==> config.mk <==
export PLATFORM = sky130hd
export DESIGN_NAME = sfx_scheduler
export DESIGN_NICKNAME = d
export VERILOG_FILES = /design/src/rtl/sfx_scheduler.sv
export SDC_FILE = /design/constraint.sdc
export NUM_CORES = 1
export LEC_CHECK = 0
export CORE_UTILIZATION = 50
export DETAILED_ROUTE_END_ITERATION = 6
export GPL_TIMING_DRIVEN = 1
export PLACE_DENSITY = 0.75
export SYNTH_ARGS = -nofsm -noshare
export SYNTH_HDL_FRONTEND = slang
export SYNTH_SLANG_ARGS = --single-unit
==> constraint.sdc <==
create_clock -name CLOCK_50 -period 4.7 [get_ports CLOCK_50]
set_clock_uncertainty 0.05 [all_clocks]
set_input_delay 1.41 -clock CLOCK_50 [delete_from_list [all_inputs] [get_ports CLOCK_50]]
set_output_delay 1.41 -clock CLOCK_50 [all_outputs]
set_load 0.03 [all_outputs]
==> src/rtl/sfx_scheduler.sv <==
// Sound-effect sequencer: steps through a fixed per-effect table of
// (half_period, tone, duration_ms) entries, with priority preemption.
module sfx_scheduler #(
  parameter int TICK_DIV = 50000
) (
  input  logic        CLOCK_50,
  input  logic        reset,
  input  logic [2:0]  req,
  input  logic        mute,
  output logic [18:0] half_period,
  output logic        tone_on,
  output logic        busy,
  output logic [1:0]  active_id,
  output logic [2:0]  ack
);

  localparam int PW = (TICK_DIV > 1) ? $clog2(TICK_DIV) : 1;

  typedef enum logic {IDLE = 1'b0, PLAY = 1'b1} state_t;

  typedef struct packed {
    logic [18:0] hp;
    logic        tone;
    logic [8:0]  dur;
    logic        last;
  } step_t;

  function automatic step_t step_lookup(input logic [1:0] eff, input logic [1:0] stp);
    step_t s;
    case ({eff, stp})
      4'b01_00: s = {19'd56818,  1'b1, 9'd80,  1'b0};
      4'b01_01: s = {19'd28409,  1'b1, 9'd80,  1'b1};
      4'b10_00: s = {19'd28409,  1'b1, 9'd60,  1'b0};
      4'b10_01: s = {19'd18939,  1'b1, 9'd120, 1'b1};
      4'b11_00: s = {19'd113636, 1'b1, 9'd200, 1'b0};
      4'b11_01: s = {19'd0,      1'b0, 9'd50,  1'b0};
      4'b11_10: s = {19'd113636, 1'b1, 9'd300, 1'b1};
      default:  s = {19'd0,      1'b0, 9'd1,   1'b1};
    endcase
    return s;
  endfunction

  state_t      state_r, state_n_s;
  logic [1:0]  step_r, step_n_s;
  logic [PW-1:0] presc_r, presc_n_s;
  logic [8:0]  ticks_r, ticks_n_s;
  logic [1:0]  active_r, active_n_s;
  logic [18:0] hp_r, hp_n_s;
  logic        tone_r, tone_n_s;
  logic        busy_r, busy_n_s;
  logic [2:0]  ack_r, ack_n_s;

  step_t       cur_s, nxt_s;
  logic [1:0]  req_id_s;
  logic        step_end_s;
  logic        accept_s;

  // State and output registers
  always_ff @(posedge CLOCK_50) begin
    if (reset) begin
      state_r  <= IDLE;
      step_r   <= 2'd0;
      presc_r  <= '0;
      ticks_r  <= 9'd0;
      active_r <= 2'd0;
      hp_r     <= 19'd0;
      tone_r   <= 1'b0;
      busy_r   <= 1'b0;
      ack_r    <= 3'd0;
    end else begin
      state_r  <= state_n_s;
      step_r   <= step_n_s;
      presc_r  <= presc_n_s;
      ticks_r  <= ticks_n_s;
      active_r <= active_n_s;
      hp_r     <= hp_n_s;
      tone_r   <= tone_n_s;
      busy_r   <= busy_n_s;
      ack_r    <= ack_n_s;
    end
  end

  // Request arbitration and step sequencing
  always_comb begin
    cur_s = step_lookup(active_r, step_r);
    if (req[2]) begin
      req_id_s = 2'd3;
    end else if (req[1]) begin
      req_id_s = 2'd2;
    end else if (req[0]) begin
      req_id_s = 2'd1;
    end else begin
      req_id_s = 2'd0;
    end
    step_end_s = (state_r == PLAY) && (presc_r == PW'(TICK_DIV - 1)) &&
                 (ticks_r == cur_s.dur - 9'd1);
    // The end of the last step frees the channel, so any request may start.
    accept_s = (req_id_s != 2'd0) &&
               ((state_r == IDLE) || (req_id_s > active_r) || (step_end_s && cur_s.last));

    state_n_s  = state_r;
    step_n_s   = step_r;
    presc_n_s  = presc_r;
    ticks_n_s  = ticks_r;
    active_n_s = active_r;
    ack_n_s    = 3'd0;
    if (accept_s) begin
      state_n_s  = PLAY;
      step_n_s   = 2'd0;
      presc_n_s  = '0;
      ticks_n_s  = 9'd0;
      active_n_s = req_id_s;
      ack_n_s    = 3'd1 << (req_id_s - 2'd1);
    end else if (state_r == PLAY) begin
      if (step_end_s) begin
        presc_n_s = '0;
        ticks_n_s = 9'd0;
        if (cur_s.last) begin
          state_n_s  = IDLE;
          step_n_s   = 2'd0;
          active_n_s = 2'd0;
        end else begin
          step_n_s = step_r + 2'd1;
        end
      end else if (presc_r == PW'(TICK_DIV - 1)) begin
        presc_n_s = '0;
        ticks_n_s = ticks_r + 9'd1;
      end else begin
        presc_n_s = presc_r + PW'(1);
      end
    end else begin
      state_n_s = IDLE;
    end
  end

  // Next registered output values from the next step
  always_comb begin
    nxt_s = step_lookup(active_n_s, step_n_s);
    if (state_n_s == PLAY) begin
      hp_n_s   = nxt_s.hp;
      tone_n_s = nxt_s.tone;
      busy_n_s = 1'b1;
    end else begin
      hp_n_s   = 19'd0;
      tone_n_s = 1'b0;
      busy_n_s = 1'b0;
    end
  end

  assign half_period = hp_r;
  assign tone_on     = tone_r & ~mute;
  assign busy        = busy_r;
  assign active_id   = active_r;
  assign ack         = ack_r;

endmodule

==> metrics.log <==
INFO  metric groute.usage.overall = 0.2116
INFO  metric worst-slew-pin-transition = 0.7516 ns
INFO  metric pwr_density_cell = 319.4 nW/µm²
INFO  metric cts-buffers-inserted = 5
INFO  metric critPathLaunch = mute
INFO  metric place.port_buffers = 29
INFO  metric cts-root-buf = clkbuf_8
INFO  metric die_h = between 70 and 80 µm
INFO  metric static-leakage-power = 1.077 nW
INFO  metric intPower = 0.6129 mW
INFO  metric grt_first_pass_wirelength = 8.735 mm
INFO  metric cts_num_sinks = 42
INFO  metric regToRegEndpoint = half_period[11]
INFO  metric seq_total_area_yosys = 0.3353
INFO  metric clockPowerShare = 0.270
INFO  metric ys_async_sr_fraction = 0
INFO  metric layoutNonFillerInstCount = 393
INFO  metric final_critical_path_share_of_the_clock_period = 0.8588
INFO  metric first_iter_violations = 175
INFO  metric cts-resized-gates = 0
INFO  metric global_route.overflow_total = 0
INFO  metric grt_max_degree = 24
INFO  metric finalSetupViolCount = 0
INFO  metric crit_type = in -> out
INFO  metric result_of_the_run = finished clean
INFO  metric synth.cell_area = 2507 µm²
INFO  metric cts_hold_repair.buffers = 0
INFO  metric grt_pass1_vias = around 1,900
INFO  metric vdd_ir_drop_max = approximately 0.21 mV
INFO  metric hold_viol_final = 0
INFO  metric floorplan.initialDensity = 0.5239
INFO  metric number_of_flops_mapped_to_enable_cells_by_yosys = 0
INFO  metric post_synth_num_cell_types = 55
INFO  metric cts_post_setup_buffers_inserted = 0
INFO  metric layout-drive-gt1-share = 0.07669
INFO  metric die_area = roughly 5300 µm²
INFO  metric areaGrowthSynthToFinish = 15.32%
INFO  metric timing.final.max_slew_violations = 0
INFO  metric drt_pass1_iterations = 4
INFO  metric crit_path_end_kind = output port
INFO  metric fmax = 247.7 MHz
INFO  metric slew-limit-headroom = 0.4982
INFO  metric max-clock-path-buffers = 2
INFO  metric worst_r2r_path_depth = 9
INFO  metric vias = 2,133
INFO  metric fp.coreArea = 4786 µm²
INFO  metric drt_via_density = 5.427
INFO  metric layout.filler_cells = ~460
INFO  metric grt_setup_unrepaired = false
INFO  metric layout_min_cycle_time = 4.036 ns
INFO  metric n_antenna_cell = 0
INFO  metric wl_per_cell = 12.93 µm
INFO  metric dp_worst_setup_slack = between 0.4 and 0.5 ns
INFO  metric floorplan.die.width = 72.82 µm
INFO  metric syn_area_per_cell = between 8 and 9 µm²
INFO  metric seq_power_share = 0.430
INFO  metric comb_power_share = 0.301
INFO  metric gp_routability_congestion = around 0.9
INFO  metric fin_setup_tns = 0 ns
INFO  metric number_of_drc_violations_after_detailed_routing = 0
INFO  metric synth.ff_latch_count = 42
INFO  metric p_sw = 0.3108 mW
INFO  metric synth_top_flop_cell = dfxtp_1
INFO  metric timing.reg2reg.setup_slack = 1.35 ns
INFO  metric clock_h_tree_levels = 2
INFO  metric cap_viol_max_count = 0
INFO  metric worstSetupStartpointType = input pin
INFO  metric dp.cells = 385
INFO  metric final_nets = 339
INFO  metric crit-reg2reg-launch = step_r[0]
INFO  metric antenna_violations_before_repair = 0
INFO  metric critPathMaxFanout = 1
INFO  metric worst_ep_arrival_time = 2.58 ns
INFO  metric finalWorstSetupSlack = about 0.66 ns
INFO  metric yosysWarningCount = 0
INFO  metric clk_transition_reported_paths = 0.08 ns
INFO  metric hold_path_class = reg -> reg
INFO  metric cts_tree = done
INFO  metric postSynthCellCount = 304
INFO  metric worst_setup_path_endpoint = tone_on
INFO  metric worst_ep_required_time = 3.24 ns
INFO  metric floorplan.io_pins = 32
INFO  metric worstSkewPairLatency = roughly 0.29 ns
INFO  metric switching_share = 0.3365
INFO  metric dp.final_hpwl = 3.683 mm
INFO  metric drt_wl_total = 5.082 mm
INFO  metric route.antenna.remaining_nets = 0
INFO  metric fp-row-count = 25
==> cells by family (layout without fill, tap and decap cells) <==
logic type / after synthesis / count (layout) / share of synthesized area
xor+xnor: 25 / 25 / 0.08733
fa+ha+maj: 8 / 8 / 0.03992
compound gates: 52 / 52 / 0.1502
simple gates: 142 / 142 / 0.3029
flops: 42 / 42 / 0.3353
other cells: 1 / 2 / 0.001496
mux: 5 / 5 / 0.02195
buf+inv: 29 / 50 / 0.06088
==> how the worst min path moves through the flow <==
stage / start / to / slack [ns] / cells past startpoint
after global placement: presc_r[1] / presc_r[1] / 0.43 / 2
after detailed placement: presc_r[15] / presc_r[15] / 0.44 / 2
after floorplan: presc_r[1] / presc_r[1] / 0.41 / 2
after CTS: presc_r[1] / presc_r[1] / 0.45 / 2
after global routing: presc_r[1] / presc_r[1] / 0.49 / 2
final: presc_r[1] / presc_r[1] / 0.44 / 2
==> synthesized netlist by cell type (2+ instances only) <==
cell type,instances,area [µm²]
or3_1,3,18.77
mux2i_1,3,30.03
ha_1,8,100.1
nor4bb_1,2,20.02
nand2b_1,9,56.30
and2_1,3,18.77
a2bb2oi_1,2,17.52
a21oi_1,18,90.09
nor2_1,45,168.9
nor3_1,6,30.03
clkbuf_1,7,26.28
inv_1,9,33.78
nand4_1,6,37.54
xnor2_1,10,87.58
o211ai_1,2,15.01
o2bb2ai_1,3,26.28
nor4_4,2,42.54
dfxtp_1,42,840.8
nand3_1,10,50.05
and3_1,9,56.30
buf_2,2,10.01
buf_4,11,82.58
a21o_1,3,22.52
a31oi_1,3,18.77
xor2_1,15,131.4
o22ai_1,2,12.51
nor3b_1,2,15.01
and4b_1,2,20.02
o21ai_0,7,35.03
nand2_1,29,108.9
nor2b_1,5,31.28
==> sequential cells by signal, summed over array words and instances (netlist names) <==
signal	flops
active_id	2
half_period	9
state_r	1
step_r	2
presc_r	16
ticks_r	9
ack	3
==> power groups by stage <==
| stage | Combinational [mW] | Sequential [mW] | Clock (mW) |
|---|---|---|---|
| final | 0.278 | 0.397 | 0.249 |
| after detailed placement | 0.277 | 0.405 | 0 |
| after global placement | 0.274 | 0.404 | 0 |
| after CTS | 0.278 | 0.397 | 0.255 |
| after floorplan | 0.178 | 0.427 | 0 |
| after global routing | 0.301 | 0.400 | 0.266 |
==> critical path, cell delays in order <==
cell             delay, ns
clkdlybuf4s50_1       0.40
nor2b_1               0.10
clkdlybuf4s50_1       0.66
==> cell usage in the layout (no fill, tap or decap), types with 2 or more instances in the layout <==
cell	count
nor3b_1	2
and3_1	9
nand4_1	6
o2bb2ai_1	3
nor4bb_1	2
mux2i_1	3
nor2_1	45
inv_1	9
a21oi_1	18
nor2b_1	5
o21ai_0	7
o211ai_1	2
ha_1	8
o22ai_1	2
a31oi_1	3
clkdlybuf4s50_1	29
a21o_1	3
buf_4	4
dfxtp_1	42
nand3_1	10
nand2b_1	9
or3_1	3
nor3_1	6
nand2_1	29
clkbuf_8	6
a2bb2oi_1	2
xnor2_1	10
and4b_1	2
conb_1	2
xor2_1	15
nor4_4	2
and2_1	3
==> metrics by stage <==
| step | util | hold WS (ns) | power (mW) | area [µm²] |
|---|---|---|---|---|
| 6_report | 0.6042 | 0.4439 | 0.9237 | 2892 |
| 3_3_place_gp | 0.5843 | 0.4285 | 0.6785 | 2796 |
| 3_5_place_dp | 0.5843 | 0.4400 | 0.6822 | 2796 |
| 2_1_floorplan | - | 0.4133 | 0.6055 | 2511 |
| 5_1_grt | 0.6042 | 0.4855 | 0.9667 | 2892 |
| 4_1_cts | 0.6042 | 0.4521 | 0.9298 | 2892 |
==> layout make-up <==
type | count | area, µm² | share of cell area
sequential | 42 | 840.8 | 0.2908
clock buffer | 7 | 86.33 | 0.02986
multi-input combinational | 234 | 1518 | 0.5249
tap | 67 | 83.83 | 0.02899
inverter | 9 | 33.78 | 0.01168
timing repair buffer | 33 | 320.3 | 0.1108
clock inverter | 1 | 8.758 | 0.003029
==> layer usage <==
layer  GRT usage  up-vias  wire (µm)
li1            -     1089          -
met4     0.05664        0         31
met1      0.2571      992       2331
met5           0        -          0
met2      0.3769       50       2509
met3     0.04558        2        209
Power figures use the tool's default switching activity.
